### src/rtl/lsu_dmem.sv
// ----------------------------------------------------------------------------
// lsu_dmem -- load/store unit front end for a RISC-V style data memory port.
//
// Takes one request at a time from the pipeline, issues it to the data memory
// in the acceptance cycle and produces one completion pulse per request. Loads
// are sign/zero-extended according to the registered funct3. Illegal funct3
// codes are accepted but not issued and complete one cycle later with a fault.
// A memory that holds dmem_wait high for WAIT_LIMIT consecutive cycles causes
// a timeout fault.
//
// Optional feature (macro LSU_MISALIGN_TRAP_EN):
//   defined   : misaligned halfword/word requests are not issued; they
//               complete one cycle later with resp_misaligned=1.
//   undefined : misaligned requests are issued and the memory splits them
//               (using dmem_wait); resp_misaligned is tied to 0.
//
// Ports:
//   clk, reset            clock, asynchronous active-high reset
//   req_*                 pipeline request (valid/ready handshake)
//   resp_*                one-cycle completion pulse with tag, data, status
//   dmem_*                memory command outputs / read data + wait inputs
//   dbg_state             current FSM state (IDLE=0, PEND=1, WAIT=2, FAULT=3)
//
// Handshake: a request transfers in a cycle where req_valid && req_ready.
// req_ready is purely combinational from state and dmem_wait; req_valid must
// not depend on req_ready. resp_valid is a single-cycle pulse with no ready.
// ----------------------------------------------------------------------------
module lsu_dmem #(
    parameter int WAIT_LIMIT = 4
) (
    input  logic        clk,
    input  logic        reset,
    input  logic        req_valid,
    output logic        req_ready,
    input  logic        req_write,
    input  logic [2:0]  req_funct3,
    input  logic [31:0] req_address,
    input  logic [31:0] req_wdata,
    input  logic [4:0]  req_rd,
    output logic        resp_valid,
    output logic [31:0] resp_data,
    output logic [4:0]  resp_rd,
    output logic        resp_fault,
    output logic        resp_misaligned,
    output logic [31:0] dmem_address,
    output logic [31:0] dmem_write_data,
    output logic        dmem_enable,
    output logic        dmem_read_enable,
    output logic        dmem_write_enable,
    output logic [2:0]  dmem_read_mode,
    output logic [2:0]  dmem_write_mode,
    input  logic [31:0] dmem_read_data,
    input  logic        dmem_wait,
    output logic [1:0]  dbg_state
);

    typedef enum logic [1:0] {
        S_IDLE  = 2'd0,
        S_PEND  = 2'd1,
        S_WAIT  = 2'd2,
        S_FAULT = 2'd3
    } state_t;

    localparam int CW = $clog2(WAIT_LIMIT + 1);
    localparam logic [CW-1:0] LIMIT = CW'(WAIT_LIMIT);

    state_t          r_state;
    state_t          w_state_next;
    logic [CW-1:0]   r_cnt;
    logic [4:0]      r_rd;
    logic [2:0]      r_funct3;
    logic            r_write;
    logic            r_misal;

    logic            w_busy;
    logic            w_ready_raw;
    logic            w_accept;
    logic            w_illegal;
    logic            w_misal;
    logic            w_issue;
    logic [CW-1:0]   w_cnt_inc;
    logic            w_timeout;
    logic [31:0]     w_load_ext;
    logic            w_resp_misal;

    assign dbg_state = r_state;

    // PEND and WAIT both have an access outstanding at the memory.
    assign w_busy      = (r_state == S_PEND) || (r_state == S_WAIT);
    assign w_ready_raw = (r_state == S_IDLE) || (w_busy && !dmem_wait);
    assign req_ready   = !reset && w_ready_raw;
    assign w_accept    = req_valid && req_ready;

    // Byte/halfword-unsigned codes only exist for loads.
    always_comb begin
        w_illegal = 1'b0;
        case (req_funct3)
            3'b011, 3'b110, 3'b111: w_illegal = 1'b1;
            3'b100, 3'b101:         w_illegal = req_write;
            default:                w_illegal = 1'b0;
        endcase
    end

`ifdef LSU_MISALIGN_TRAP_EN
    // An illegal code takes priority, so misalignment is only flagged for
    // otherwise legal requests.
    assign w_misal = !w_illegal &&
                     (((req_funct3[1:0] == 2'b01) && req_address[0]) ||
                      ((req_funct3[1:0] == 2'b10) && (req_address[1:0] != 2'b00)));
`else
    assign w_misal = 1'b0;
`endif

    assign w_issue = w_accept && !w_illegal && !w_misal;

    // The first stalled cycle (in PEND) counts as wait cycle 1.
    assign w_cnt_inc = (r_state == S_PEND) ? CW'(1) : (r_cnt + CW'(1));
    assign w_timeout = w_busy && dmem_wait && (w_cnt_inc >= LIMIT);

    always_comb begin
        w_load_ext = 32'd0;
        case (r_funct3)
            3'b000:  w_load_ext = {{24{dmem_read_data[7]}},  dmem_read_data[7:0]};
            3'b001:  w_load_ext = {{16{dmem_read_data[15]}}, dmem_read_data[15:0]};
            3'b010:  w_load_ext = dmem_read_data;
            3'b100:  w_load_ext = {24'd0, dmem_read_data[7:0]};
            3'b101:  w_load_ext = {16'd0, dmem_read_data[15:0]};
            default: w_load_ext = 32'd0;
        endcase
    end

    always_comb begin
        w_state_next      = r_state;
        resp_valid        = 1'b0;
        resp_data         = 32'd0;
        resp_fault        = 1'b0;
        w_resp_misal      = 1'b0;
        dmem_enable       = 1'b0;
        dmem_read_enable  = 1'b0;
        dmem_write_enable = 1'b0;
        dmem_read_mode    = 3'd0;
        dmem_write_mode   = 3'd0;
        dmem_address      = 32'd0;
        dmem_write_data   = 32'd0;

        case (r_state)
            S_IDLE: begin
                w_state_next = S_IDLE;
            end
            S_PEND, S_WAIT: begin
                if (!dmem_wait) begin
                    resp_valid   = 1'b1;
                    resp_data    = r_write ? 32'd0 : w_load_ext;
                    w_state_next = S_IDLE;
                end else if (w_timeout) begin
                    resp_valid   = 1'b1;
                    resp_fault   = 1'b1;
                    w_state_next = S_IDLE;
                end else begin
                    w_state_next = S_WAIT;
                end
            end
            S_FAULT: begin
                resp_valid   = 1'b1;
                resp_fault   = !r_misal;
                w_resp_misal = r_misal;
                w_state_next = S_IDLE;
            end
            default: w_state_next = S_IDLE;
        endcase

        // A new acceptance overrides the return to IDLE (back-to-back issue).
        if (w_accept) begin
            w_state_next = w_issue ? S_PEND : S_FAULT;
        end

        if (w_issue) begin
            dmem_enable       = 1'b1;
            dmem_read_enable  = !req_write;
            dmem_write_enable = req_write;
            dmem_read_mode    = req_funct3;
            dmem_write_mode   = req_funct3;
            dmem_address      = req_address;
            dmem_write_data   = req_wdata;
        end

        // Reset silences every output immediately, not just at the next edge.
        if (reset) begin
            resp_valid        = 1'b0;
            resp_data         = 32'd0;
            resp_fault        = 1'b0;
            w_resp_misal      = 1'b0;
            dmem_enable       = 1'b0;
            dmem_read_enable  = 1'b0;
            dmem_write_enable = 1'b0;
        end
    end

    assign resp_rd = resp_valid ? r_rd : 5'd0;

`ifdef LSU_MISALIGN_TRAP_EN
    assign resp_misaligned = w_resp_misal;
`else
    assign resp_misaligned = 1'b0;
`endif

    always_ff @(posedge clk or posedge reset) begin
        if (reset) begin
            r_state <= S_IDLE;
        end else begin
            r_state <= w_state_next;
        end
    end

    always_ff @(posedge clk or posedge reset) begin
        if (reset) begin
            r_cnt <= '0;
        end else if (w_busy && dmem_wait && !w_timeout) begin
            r_cnt <= w_cnt_inc;
        end else begin
            r_cnt <= '0;
        end
    end

    always_ff @(posedge clk or posedge reset) begin
        if (reset) begin
            r_rd     <= 5'd0;
            r_funct3 <= 3'd0;
            r_write  <= 1'b0;
            r_misal  <= 1'b0;
        end else if (w_accept) begin
            r_rd     <= req_rd;
            r_funct3 <= req_funct3;
            r_write  <= req_write;
            r_misal  <= w_misal;
        end
    end

endmodule

### config.mk
export PLATFORM = sky130hd
export DESIGN_NAME = lsu_dmem
export DESIGN_NICKNAME = d
export VERILOG_FILES = /design/src/rtl/lsu_dmem.sv
export SDC_FILE = /design/constraint.sdc
export NUM_CORES = 1
export LEC_CHECK = 0
export CORE_MARGIN = 10
export CORE_UTILIZATION = 28
export CTS_CLUSTER_DIAMETER = 30
export DETAILED_ROUTE_END_ITERATION = 6
export PLACE_DENSITY = 0.87
export SYNTH_ARGS = -nofsm -noshare
export SYNTH_HDL_FRONTEND = slang
export SYNTH_SLANG_ARGS = --single-unit
export TNS_END_PERCENT = 5
### constraint.sdc
create_clock -name clk -period 5.91 [get_ports clk]
set_clock_uncertainty 0.2 [all_clocks]
set_input_delay 0.591 -clock clk [delete_from_list [all_inputs] [get_ports clk]]
set_output_delay 0.591 -clock clk [all_outputs]
set_load 0.05 [all_outputs]
==> results.md <==
- Status: complete, no violations
- Slew margin rel.: 38.44%
- Sw Pwr: 0.0002718 W
- Routed vias/inst: 4.880
- Iter 0 DRT Violations: 83
- Main combinational cell family by area after synthesis: simple AND/OR/NAND/NOR gates
- Die X: 99.46 um
- Io pins: 225
- Setup TNS: 0 ns
- First-pass GRT wire length: 15010 um
- Top-count cell post-synth: and3_1
- CP max-delay cell: clkdlybuf4s50_1
- Crit start category: input pin
- Via Count: 2484
- Post-cts sizing count: 0
- Worst r2r dst: r_rd[3]
- Final cycle utilization of the critical path: 68.44%
- Hold depth: 1
- Yosys warns: 0
- Syn avg cell area: approximately 7.6 sq um
- Synth Flop Type: dfrtp_1
- Clock transition at path regs: 0.05 ns
- WL/cell: 19.54 um
- Kind of critical path: input pin to output port
- Setup crit end kind: output port
- Seq pwr share: a little under a quarter
- GPL Wtd Cong: 0.7807
- Final setup fails: 0
- Synth Area in Adders: 3.539%
- Mux cell area share after synthesis: 11.39%
- Max Slew Vio Count: 0
- Worst-case clock buffer depth: 2
- Die height: 99.46 um
- WL final: 9947 um
- Drt pass-1 iters: 4
- DP HPWL: between 8000 and 9000 um
- Switching share of power: 44.47%
- Critical Path RT: 5.12 ns
- Number of global-route vias before repair: 2690
- Cell count after synthesis: 233
- Pwr Total: 0.0006111 W
- Top cell family by delay on the critical path: buffers and inverters
- Clk Latency, worst-skew pair: 0.24 ns
- FF-to-FF setup slack: 3.54 ns
- Static Leakage: about 1.7 nW
- Sink of the worst hold path: r_cnt[0]
- Post-synth EDFFs: 0
- Synthesized cell area: 1768 sq um
- Leading area contributor after synthesis: and3_1
- Peak supply drop: 0.00009807 V
- Fmax: 247.2 MHz
- Int Power: 0.0003393 W
- Largest net degree at the start of global routing: 66
- Max Cap Viol: 0
- Critical Path AT: 3.25 ns
- Critical-path cell list: clkdlybuf4s50_1 -> nand2_1 -> buf_4 -> nand2_1 -> nor3_1 -> clkdlybuf4s50_1
- Post-synthesis compound-gate area fraction: 15.15%
- Num rows: 28
- Simple-Gate Fraction of Synth Area: 40.06%
- Netlist cell types: 33
- Sequential-to-total area share from yosys stat: 19.82%
- Hold slack: about 0.26 ns
- Worst flop-to-flop path startpoint: dbg_state[0]
- PD cells: approximately 150 nW/um^2
- Final-stage net count: 550
- Async SR Flop Fraction: 100.0%
- Final ANT Viol Nets: 0
- Clock sinks: 14
- Global route overflow: 0
- Fin. Hold Viols: 0
- CTS Hold Buffers Added: 0
- Top post-synthesis cells by count: and3_1, nand2_1, mux2_2
- Starting Density: 29.34%
- GR Util All Layers: a little under a fifth
- Seq cells post-synth: 14
- Hold path start: r_cnt[0]
- Worst slew pin tran: slightly above 0.9 ns
- Post-CTS Setup Bufs: 0
- Crit-path max FO: 42
- Die area: 9892 sq um
- CTS tree: done
- Clock share of power: roughly an eighth
- Xor/xnor share of the synthesized area: 0.4954%
- Minimum clock period: 4.045 ns
- Worst R2R Path Depth: 5
- Clk root buf: clkbuf_8
- DRC violations left: 0
- PortBufs: 223
- Ratio of cells with drive above 1 in the final layout: 8.295%
- RSZ-0062 raised after global routing: false
- Core area: 6026 sq um
- Area Overhead vs Synth: 126.9%
- Number of buffers created by CTS: 3
- Combinational fraction of design power: 63.8%
- Htree depth: 1
- # diodes: 0
- Share of the synthesized area in the top cell type: ~23%
- Antenna violations before repair: 0
- Synth area leaders: and3_1, dfrtp_1, mux2_2
- Hold Crit Class: flip-flop to flip-flop
- Worst path max stage delay: 0.88 ns
- CP bufs+invs: 3
[how the worst max path moves through the flow]
stage,from,endpoint,cells after the start
2_1_floorplan,dbg_state[1],dmem_write_mode[1],7
3_3_place_gp,req_write,dmem_address[31],6
6_report,req_funct3[1],dmem_read_enable,6
3_5_place_dp,req_funct3[1],dmem_read_enable,6
5_1_grt,req_funct3[1],dmem_read_enable,6
4_1_cts,req_funct3[1],dmem_read_enable,6
[power groups by stage]
stage | Combinational (W) | Clock [W] | Sequential (W)
after floorplan | 0.000254 | 0 | 0.000133
after global placement | 0.000385 | 0 | 0.000146
after detailed placement | 0.000391 | 0 | 0.000148
after CTS | 0.000392 | 0.0000775 | 0.000146
after global routing | 0.000420 | 0.0000830 | 0.000150
final | 0.000390 | 0.0000752 | 0.000146
[metrics by stage]
step	std cells	area (sq um)	worst slack [ns]	util [%]
2_1_floorplan	234	1772	1.410	-
3_3_place_gp	506	3970	2.008	65.88
3_5_place_dp	506	3970	1.879	65.88
4_1_cts	509	4011	1.882	66.57
5_1_grt	509	4011	1.727	66.57
6_report	509	4011	1.865	66.57
[kinds of logic (layout without fill, tap and decap cells)]
family                     Yosys count  in the layout
xor gates and xnor gates             1              1
adders and majority gates            5              5
AOI/OAI and AO/OA                   35             35
and+or+nand+nor                    125            125
buffers and inverters               34            234
other                                1              2
DFF                                 14             14
muxes                               18             18
[cells in the final DEF, fill, tap and decap left out, types with 3 or more instances in the layout]
cell type        Yosys  routed
nand2_1             21      21
clkbuf_8             0       3
a22oi_1              9       9
nor2_1              14      14
a21oi_2             11      11
and3_1              64      64
inv_1                6       6
nor3b_1              6       6
a21oi_1              7       7
and2_1               8       8
mux2_2              17      17
ha_1                 5       5
clkdlybuf4s50_1      0     223
dfrtp_1             14      14
nor3_1               4       4
[layer usage]
layer	part of all wire, %	track usage, %	up-vias
li1	-	-	1215
met1	36	19.37	1121
met2	50	33.52	142
met3	13	9.412	6
met4	0.55	2.315	0
met5	0	0	-
[state kept, by name, summed over array words and instances, names as in the netlist]
signal     count
r_write        1
r_rd           5
r_funct3       3
dbg_state      2
r_cnt          3
[final cells by class]
cell class	count	area (sq um)
inverters	6	22.52
fillers	479	2014
clock buffers	3	41.29
flip-flops and latches	14	350.3
repair buffers	225	2247
well taps	75	93.84
multi-input cells	186	1256
Power figures use the tool's default switching activity.
